File: src/rtl/vid_timing_pkg.sv
// rtl/vid_timing_pkg.sv - shared raster constants, totals and controller state encoding
package vid_timing_pkg;

  localparam int AXIS_W = 12;

  localparam int DEF_H_ACTIVE = 640;
  localparam int DEF_H_FRONT  = 16;
  localparam int DEF_H_SYNC   = 96;
  localparam int DEF_H_BACK   = 48;
  localparam int DEF_V_ACTIVE = 480;
  localparam int DEF_V_FRONT  = 10;
  localparam int DEF_V_SYNC   = 2;
  localparam int DEF_V_BACK   = 33;

  function automatic int calcTotal(input int active, input int front, input int sync, input int back);
    return active + front + sync + back;
  endfunction

  typedef enum logic {
    IDLE = 1'b0,
    RUN  = 1'b1
  } vtState_e;

endpackage

File: src/rtl/video_timing_ctrl_axis.sv
// rtl/video_timing_ctrl_axis.sv - wrap counter for one raster axis with next-value region flags
module timing_axis
  import vid_timing_pkg::*;
#(
  parameter int TOTAL      = 800,
  parameter int ACTIVE     = 640,
  parameter int SYNC_START = 656,
  parameter int SYNC_LEN   = 96
) (
  input  logic              clk,
  input  logic              rst,
  input  logic              clr,
  input  logic              load,
  input  logic [AXIS_W-1:0] loadVal,
  input  logic              adv,
  output logic [AXIS_W-1:0] count,
  output logic [AXIS_W-1:0] nextCount,
  output logic              wrap,
  output logic              activeNext,
  output logic              syncNext
);

  localparam logic [AXIS_W-1:0] LAST = AXIS_W'(TOTAL - 1);

  // Flags describe nextCount so the parent can register them alongside the count.
  always_comb begin
    wrap = (count == LAST);
    nextCount = count;
    if (clr)
      nextCount = '0;
    else if (load)
      nextCount = loadVal;
    else if (adv)
      nextCount = wrap ? '0 : count + AXIS_W'(1);
    activeNext = int'(nextCount) < ACTIVE;
    syncNext = (int'(nextCount) >= SYNC_START) && (int'(nextCount) < SYNC_START + SYNC_LEN);
  end

  always_ff @(posedge clk) begin
    if (rst)
      count <= '0;
    else
      count <= nextCount;
  end

endmodule

File: src/rtl/video_timing_ctrl.sv
// rtl/video_timing_ctrl.sv - raster timing, lead-timed pixel request and frame-boundary start/stop
module video_timing_ctrl
  import vid_timing_pkg::*;
#(
  parameter int   H_ACTIVE   = DEF_H_ACTIVE,
  parameter int   H_FRONT    = DEF_H_FRONT,
  parameter int   H_SYNC     = DEF_H_SYNC,
  parameter int   H_BACK     = DEF_H_BACK,
  parameter int   V_ACTIVE   = DEF_V_ACTIVE,
  parameter int   V_FRONT    = DEF_V_FRONT,
  parameter int   V_SYNC     = DEF_V_SYNC,
  parameter int   V_BACK     = DEF_V_BACK,
  parameter logic H_SYNC_POL = 1'b0,
  parameter logic V_SYNC_POL = 1'b0,
  parameter int   FETCH_LEAD = 2
) (
  input  logic              pixclkI,
  input  logic              rstI,
  input  logic              enI,
  output logic              runningO,
  output logic              hSyncO,
  output logic              vSyncO,
  output logic              DrawAreaO,
  output logic              pixReqO,
  output logic [AXIS_W-1:0] xO,
  output logic [AXIS_W-1:0] yO,
  output logic              frameStartO,
  output logic              lineStartO
);

  localparam int H_TOTAL = calcTotal(H_ACTIVE, H_FRONT, H_SYNC, H_BACK);
  localparam int V_TOTAL = calcTotal(V_ACTIVE, V_FRONT, V_SYNC, V_BACK);

  vtState_e state, nextState;
  logic startGo, stopGo, runNext;
  logic hWrap, vWrap, hActiveNext, vActiveNext, hSyncNext, vSyncNext;
  logic [AXIS_W-1:0] hNext, vNext;
  logic leadWraps, nextLineActive, reqNext;
  int leadH;

  always_comb begin
    nextState = state;
    startGo = 1'b0;
    stopGo = 1'b0;
    if (state == IDLE) begin
      startGo = enI;
      if (enI) nextState = RUN;
    end else if (hWrap && (int'(yO) == V_ACTIVE - 1) && !enI) begin
      stopGo = 1'b1;
      nextState = IDLE;
    end
    runNext = (nextState == RUN);
  end

  always_ff @(posedge pixclkI) begin
    if (rstI)
      state <= IDLE;
    else
      state <= nextState;
  end

  // Starting at the top of vertical blanking gives first-frame requests their full lead.
  timing_axis #(
    .TOTAL(H_TOTAL), .ACTIVE(H_ACTIVE), .SYNC_START(H_ACTIVE + H_FRONT), .SYNC_LEN(H_SYNC)
  ) hAxis (
    .clk(pixclkI), .rst(rstI), .clr(stopGo), .load(startGo), .loadVal('0),
    .adv(state == RUN), .count(xO), .nextCount(hNext), .wrap(hWrap),
    .activeNext(hActiveNext), .syncNext(hSyncNext)
  );

  timing_axis #(
    .TOTAL(V_TOTAL), .ACTIVE(V_ACTIVE), .SYNC_START(V_ACTIVE + V_FRONT), .SYNC_LEN(V_SYNC)
  ) vAxis (
    .clk(pixclkI), .rst(rstI), .clr(stopGo), .load(startGo), .loadVal(AXIS_W'(V_ACTIVE)),
    .adv((state == RUN) && hWrap), .count(yO), .nextCount(vNext), .wrap(vWrap),
    .activeNext(vActiveNext), .syncNext(vSyncNext)
  );

  // Request looks FETCH_LEAD pixels ahead; past the line end it belongs to the following line.
  always_comb begin
    leadH = int'(hNext) + FETCH_LEAD;
    leadWraps = leadH >= H_TOTAL;
    if (leadWraps) leadH = leadH - H_TOTAL;
    nextLineActive = (int'(vNext) == V_TOTAL - 1) || (int'(vNext) < V_ACTIVE - 1);
    reqNext = (leadH < H_ACTIVE) && (leadWraps ? nextLineActive : vActiveNext);
  end

  always_ff @(posedge pixclkI) begin
    if (rstI) begin
      runningO    <= 1'b0;
      hSyncO      <= ~H_SYNC_POL;
      vSyncO      <= ~V_SYNC_POL;
      DrawAreaO   <= 1'b0;
      pixReqO     <= 1'b0;
      frameStartO <= 1'b0;
      lineStartO  <= 1'b0;
    end else begin
      runningO    <= runNext;
      hSyncO      <= (runNext && hSyncNext) ? H_SYNC_POL : ~H_SYNC_POL;
      vSyncO      <= (runNext && vSyncNext) ? V_SYNC_POL : ~V_SYNC_POL;
      DrawAreaO   <= runNext && hActiveNext && vActiveNext;
      pixReqO     <= runNext && reqNext;
      frameStartO <= runNext && (state == RUN) && hWrap && vWrap;
      lineStartO  <= runNext && (hNext == '0) && vActiveNext;
    end
  end

endmodule

File: config.mk
export PLATFORM = sky130hd
export DESIGN_NAME = video_timing_ctrl
export DESIGN_NICKNAME = d
export VERILOG_FILES = /design/src/rtl/vid_timing_pkg.sv /design/src/rtl/video_timing_ctrl_axis.sv /design/src/rtl/video_timing_ctrl.sv
export SDC_FILE = /design/constraint.sdc
export NUM_CORES = 1
export LEC_CHECK = 0
export CORE_ASPECT_RATIO = 0.6
export CORE_UTILIZATION = 50
export CTS_BUF_LIST = sky130_fd_sc_hd__clkbuf_4
export DETAILED_ROUTE_END_ITERATION = 8
export PLACE_DENSITY = 0.81
export REMOVE_ABC_BUFFERS = 1
export SLEW_MARGIN = 10
export SYNTH_ARGS = -nofsm -noshare
export SYNTH_HDL_FRONTEND = slang
export SYNTH_SLANG_ARGS = --single-unit
File: constraint.sdc
create_clock -name pixclkI -period 7.7 [get_ports pixclkI]
set_input_delay 1.54 -clock pixclkI [delete_from_list [all_inputs] [get_ports pixclkI]]
set_output_delay 1.54 -clock pixclkI [all_outputs]
set_load 0.03 [all_outputs]
==> impl_summary.txt <==
----------------------------------------------------
[Final layout]
  Final nets ... around 320
  Antenna diodes ... 0
  Share of cells above drive strength 1 ... around 7.0%
  Number of filler cells placed in the layout ... slightly below 400
  Signed area change from the synthesized netlist to the final layout ... 16.9%

[Synth]
  Syn_area_per_cell ... ~7.7 um2
  Largest family of logic cells by synthesized area ... simple AND/OR/NAND/NOR gates
  Leading area contributor after synthesis ... sky130_fd_sc_hd__dfxtp_1
  Flip-flop cell with the highest count after synthesis ... sky130_fd_sc_hd__dfxtp_1
  Number of enable flip-flop cells after synthesis ... 0
  Share of the synthesized area in compound gates (AO/OA/AOI/OAI) ... between 10% and 20%
  Area share of the largest cell type after synthesis ... roughly 28%
  Warnings from Yosys ... 0
  Most frequently used cell type in the post-synthesis netlist ... sky130_fd_sc_hd__dfxtp_1
  Number of distinct library cells after synthesis ... 64
  Sequential fraction of the synthesis area ... 27.6%
  Cell types occupying the most area after synthesis ... sky130_fd_sc_hd__dfxtp_1, sky130_fd_sc_hd__nand4_1, sky130_fd_sc_hd__nor2_1
  Mux contribution to synthesized area ... ~1.4%
  Area of the mapped netlist ... roughly 2200 um2
  Post-synthesis simple-gate area fraction ... between 30% and 40%
  FF+latch count, synth ... 31
  Async set-reset flop share out of synthesis ... 0%
  Gate Count Post-Synth ... about 300
  Post-Synth Adder-Cell Area ... under 10%
  Post-Synth XOR/XNOR Area ... between 8 and 9%
  Most frequent cells after synthesis ... sky130_fd_sc_hd__dfxtp_1, sky130_fd_sc_hd__nor2_1, sky130_fd_sc_hd__nand2_1

[Global routing]
  Number of global-route vias before repair ... approximately 2000
  GR Overflow Total ... 0
  Maximum number of pins on one net before global-route repair ... 28
  Wire length of the first global-routing pass ... between 10000 and 15000 um
  Overall fraction of global-route tracks in use ... just under 30%
  Number of antenna violations at the first check in global routing ... 0

[Clock tree]
  TritonCTS clock tree ... yes
  Clock transition at the registers of the reported paths ... 0.09 ns
  Number of buffers created by CTS ... 5
  CTS hold repair buffers ... 0
  Number of sinks on the clock net ... 31
  Clock Root Buffer ... sky130_fd_sc_hd__clkbuf_4
  Clock latency reported for the late side of the worst-skew pair ... about 0.33 ns
  Number of buffers on the longest clock path ... 2
  CTS HTree Levels ... 2
  Post-CTS setup repair buffer count ... 0
  Quantity of gates resized following cts ... 0

[Drt]
  Total number of vias ... 2426
  Vias per cell ... around 6.5
  Post-detailed-route count of antenna-violating nets ... 0
  Detailed Routing Iterations Pass 1 ... 5
  DR iter-0 viols ... between 200 and 300
  Routed wire length per instance ... 17.6 um
  Count of unresolved DRC violations after routing ... 0
  DRT Wirelength ... around 6600 um

[Worst setup path]
  Startpoint types ... primary input
  CP Buf/Inv Count ... 1
  Reg-to-reg critical path endpoint ... DrawAreaO
  Slowest CP cell ... sky130_fd_sc_hd__a211oi_1
  Required time of the critical path ... between 7 and 8 ns
  Peak per-stage delay on the critical path ... about 0.56 ns
  Cell class contributing the biggest share of worst-path delay ... compound AO/OA/AOI/OAI gates
  Worst Setup End Kind ... flip-flop
  Kind of critical path ... primary input to flip-flop
  R2R depth ... 7
  Worst r2r src ... hAxis.count[0]
  Worst-path fanout max ... 5
  Critical path cell sequence ... clkdlybuf4s50_1 > nor2_1 > a22oi_1 > a211oi_1 > o2111ai_1 > a221o_1 > a2111oi_2 > o2111a_1
  R2R Setup Slk ... 4.02 ns
  Endpoint arrival time on the critical path ... between 4 and 5 ns

[Timing]
  Max_slew headroom ... between 50% and 60%
  Total negative setup slack ... 0 ns
  Setup repair after global routing missed its margin ... false
  Share of the clock period used by the worst path after layout ... 50.4%
  Clock Skews ... between 0.009 and 0.01 ns
  Final min period ... just under 4 ns
  Transition at the pin with the smallest max-transition slack ... around 0.73 ns
  Total setup violations reported at the end of the flow ... 0
  Max Transition Viols Final ... 0
  Worst hold slack ... roughly 0.63 ns
  Hold Violations, Final ... 0
  FMAX ... 258 MHz

[Placement]
  Final weighted congestion in routability-driven placement ... 0.947
  PortBufs ... 33
  Sum of net half-perimeters after detailed placement ... around 4900 um

[Floorplan]
  Die Ht ... ~54 um
  Starting density of the core ... between 50% and 60%
  Width of the die ... 88.6 um
  FP Rows ... 18
  Boundary Pins ... 34
  Total die area ... roughly 4800 um2
  Floorplan core area ... 4210 um2

[Min path]
  Worst min-delay path class ... flip-flop to flip-flop
  Launch instance of the worst min-delay path ... vAxis.count[11]
  Hold-critical path depth ... 2
  Hold Path Sink ... vAxis.count[11]

[Pwr]
  Design Power ... between 300 and 400 uW
  Pwr Density ... roughly 120 nW/um2
  Leakage component of the power ... roughly 0.00086 uW
  Worst IR Drop VDD ... around 0.11 mV

[Job]
  MaxCap Viol Count ... 0

[Status]
  Status ... finished, final reports clean

----------------------------------------------------
routing by layer:
metal | wire, um | GRT usage [%] | vias up | share of wire (%)
li1 | - | - | 1133 | -
met1 | 3180 | 46.9 | 1100 | 48
met2 | 2380 | 36.2 | 185 | 36
met3 | 978 | 11.7 | 8 | 15
met4 | 33 | 3.76 | 0 | 0.50
met5 | 0 | 0 | - | 0
sequential cells by signal, summed over array words and instances (netlist names):
name,count
hSyncO,1
DrawAreaO,1
frameStartO,1
runningO,1
vSyncO,1
vAxis.count,12
lineStartO,1
hAxis.count,12
pixReqO,1
worst max-delay path by stage:
stage,end,start,cells past startpoint
final,pixReqO,enI,8
after global routing,pixReqO,enI,8
after CTS,pixReqO,enI,8
after floorplan,pixReqO,hAxis.count[1],8
after global placement,pixReqO,enI,8
after detailed placement,pixReqO,enI,8
cells by family (layout without fill, tap and decap cells):
| family | count (synthesis) | count (layout) |
|---|---|---|
| simple gates | 149 | 149 |
| compound gates | 58 | 58 |
| flops | 31 | 31 |
| buf+inv | 28 | 48 |
| xor+xnor | 21 | 21 |
| fa+ha+maj | 3 | 3 |
| mux | 3 | 3 |
cell usage in the layout, fill, tap and decap left out, types with 8 or more instances in the layout:
cell type                         netlist  layout
sky130_fd_sc_hd__nor3_1                17      17
sky130_fd_sc_hd__xnor2_1               12      12
sky130_fd_sc_hd__nand2_1               25      25
sky130_fd_sc_hd__a21oi_1                8       8
sky130_fd_sc_hd__xor2_1                 9       9
sky130_fd_sc_hd__nand4_1               17      17
sky130_fd_sc_hd__dfxtp_1               31      31
sky130_fd_sc_hd__nor2_1                28      28
sky130_fd_sc_hd__nand3_1               17      17
sky130_fd_sc_hd__clkdlybuf4s50_1        0      33
sky130_fd_sc_hd__o21ai_0               12      12
final cells by class:
class	count	area, um2	area share, %
multi-input cells	234	1520	57.7
flip-flops and latches	31	621	23.6
repair buffers	34	338	12.8
well taps	60	75.1	2.85
clock buffers	7	52.6	2.00
inverters	6	22.5	0.856
clock inverters	1	5.00	0.190
power breakdown:
part | internal (uW) | leakage, uW | total, uW | switching (uW)
logic | 14.8 | 0.000574 | 38.5 | 23.7
registers | 164 | 0.000252 | 172 | 7.84
clock network | 42.6 | 0.0000361 | 99.7 | 57.1
total | 221 | 0.000862 | 310 | 88.6
metrics by stage:
| stage | util (%) | setup slack (ns) | cell area (um2) | std cells |
|---|---|---|---|---|
| after floorplan | - | 3.77 | 2150 | 271 |
| after global placement | 61.1 | 3.62 | 2570 | 365 |
| after detailed placement | 61.1 | 3.58 | 2570 | 365 |
| after CTS | 62.4 | 3.90 | 2630 | 373 |
| after global routing | 62.4 | 3.69 | 2630 | 373 |
| final | 62.4 | 3.82 | 2630 | 373 |
tightest hold or removal path: cells and delay by family (launching register included):
| kind | cells | cell delay, ns |
|---|---|---|
| flip-flops | 1 | 0.38 |
| AND/OR/NAND/NOR | 1 | 0.04 |
| XOR/XNOR | 1 | 0.17 |
(Power assumes the default switching activity.)
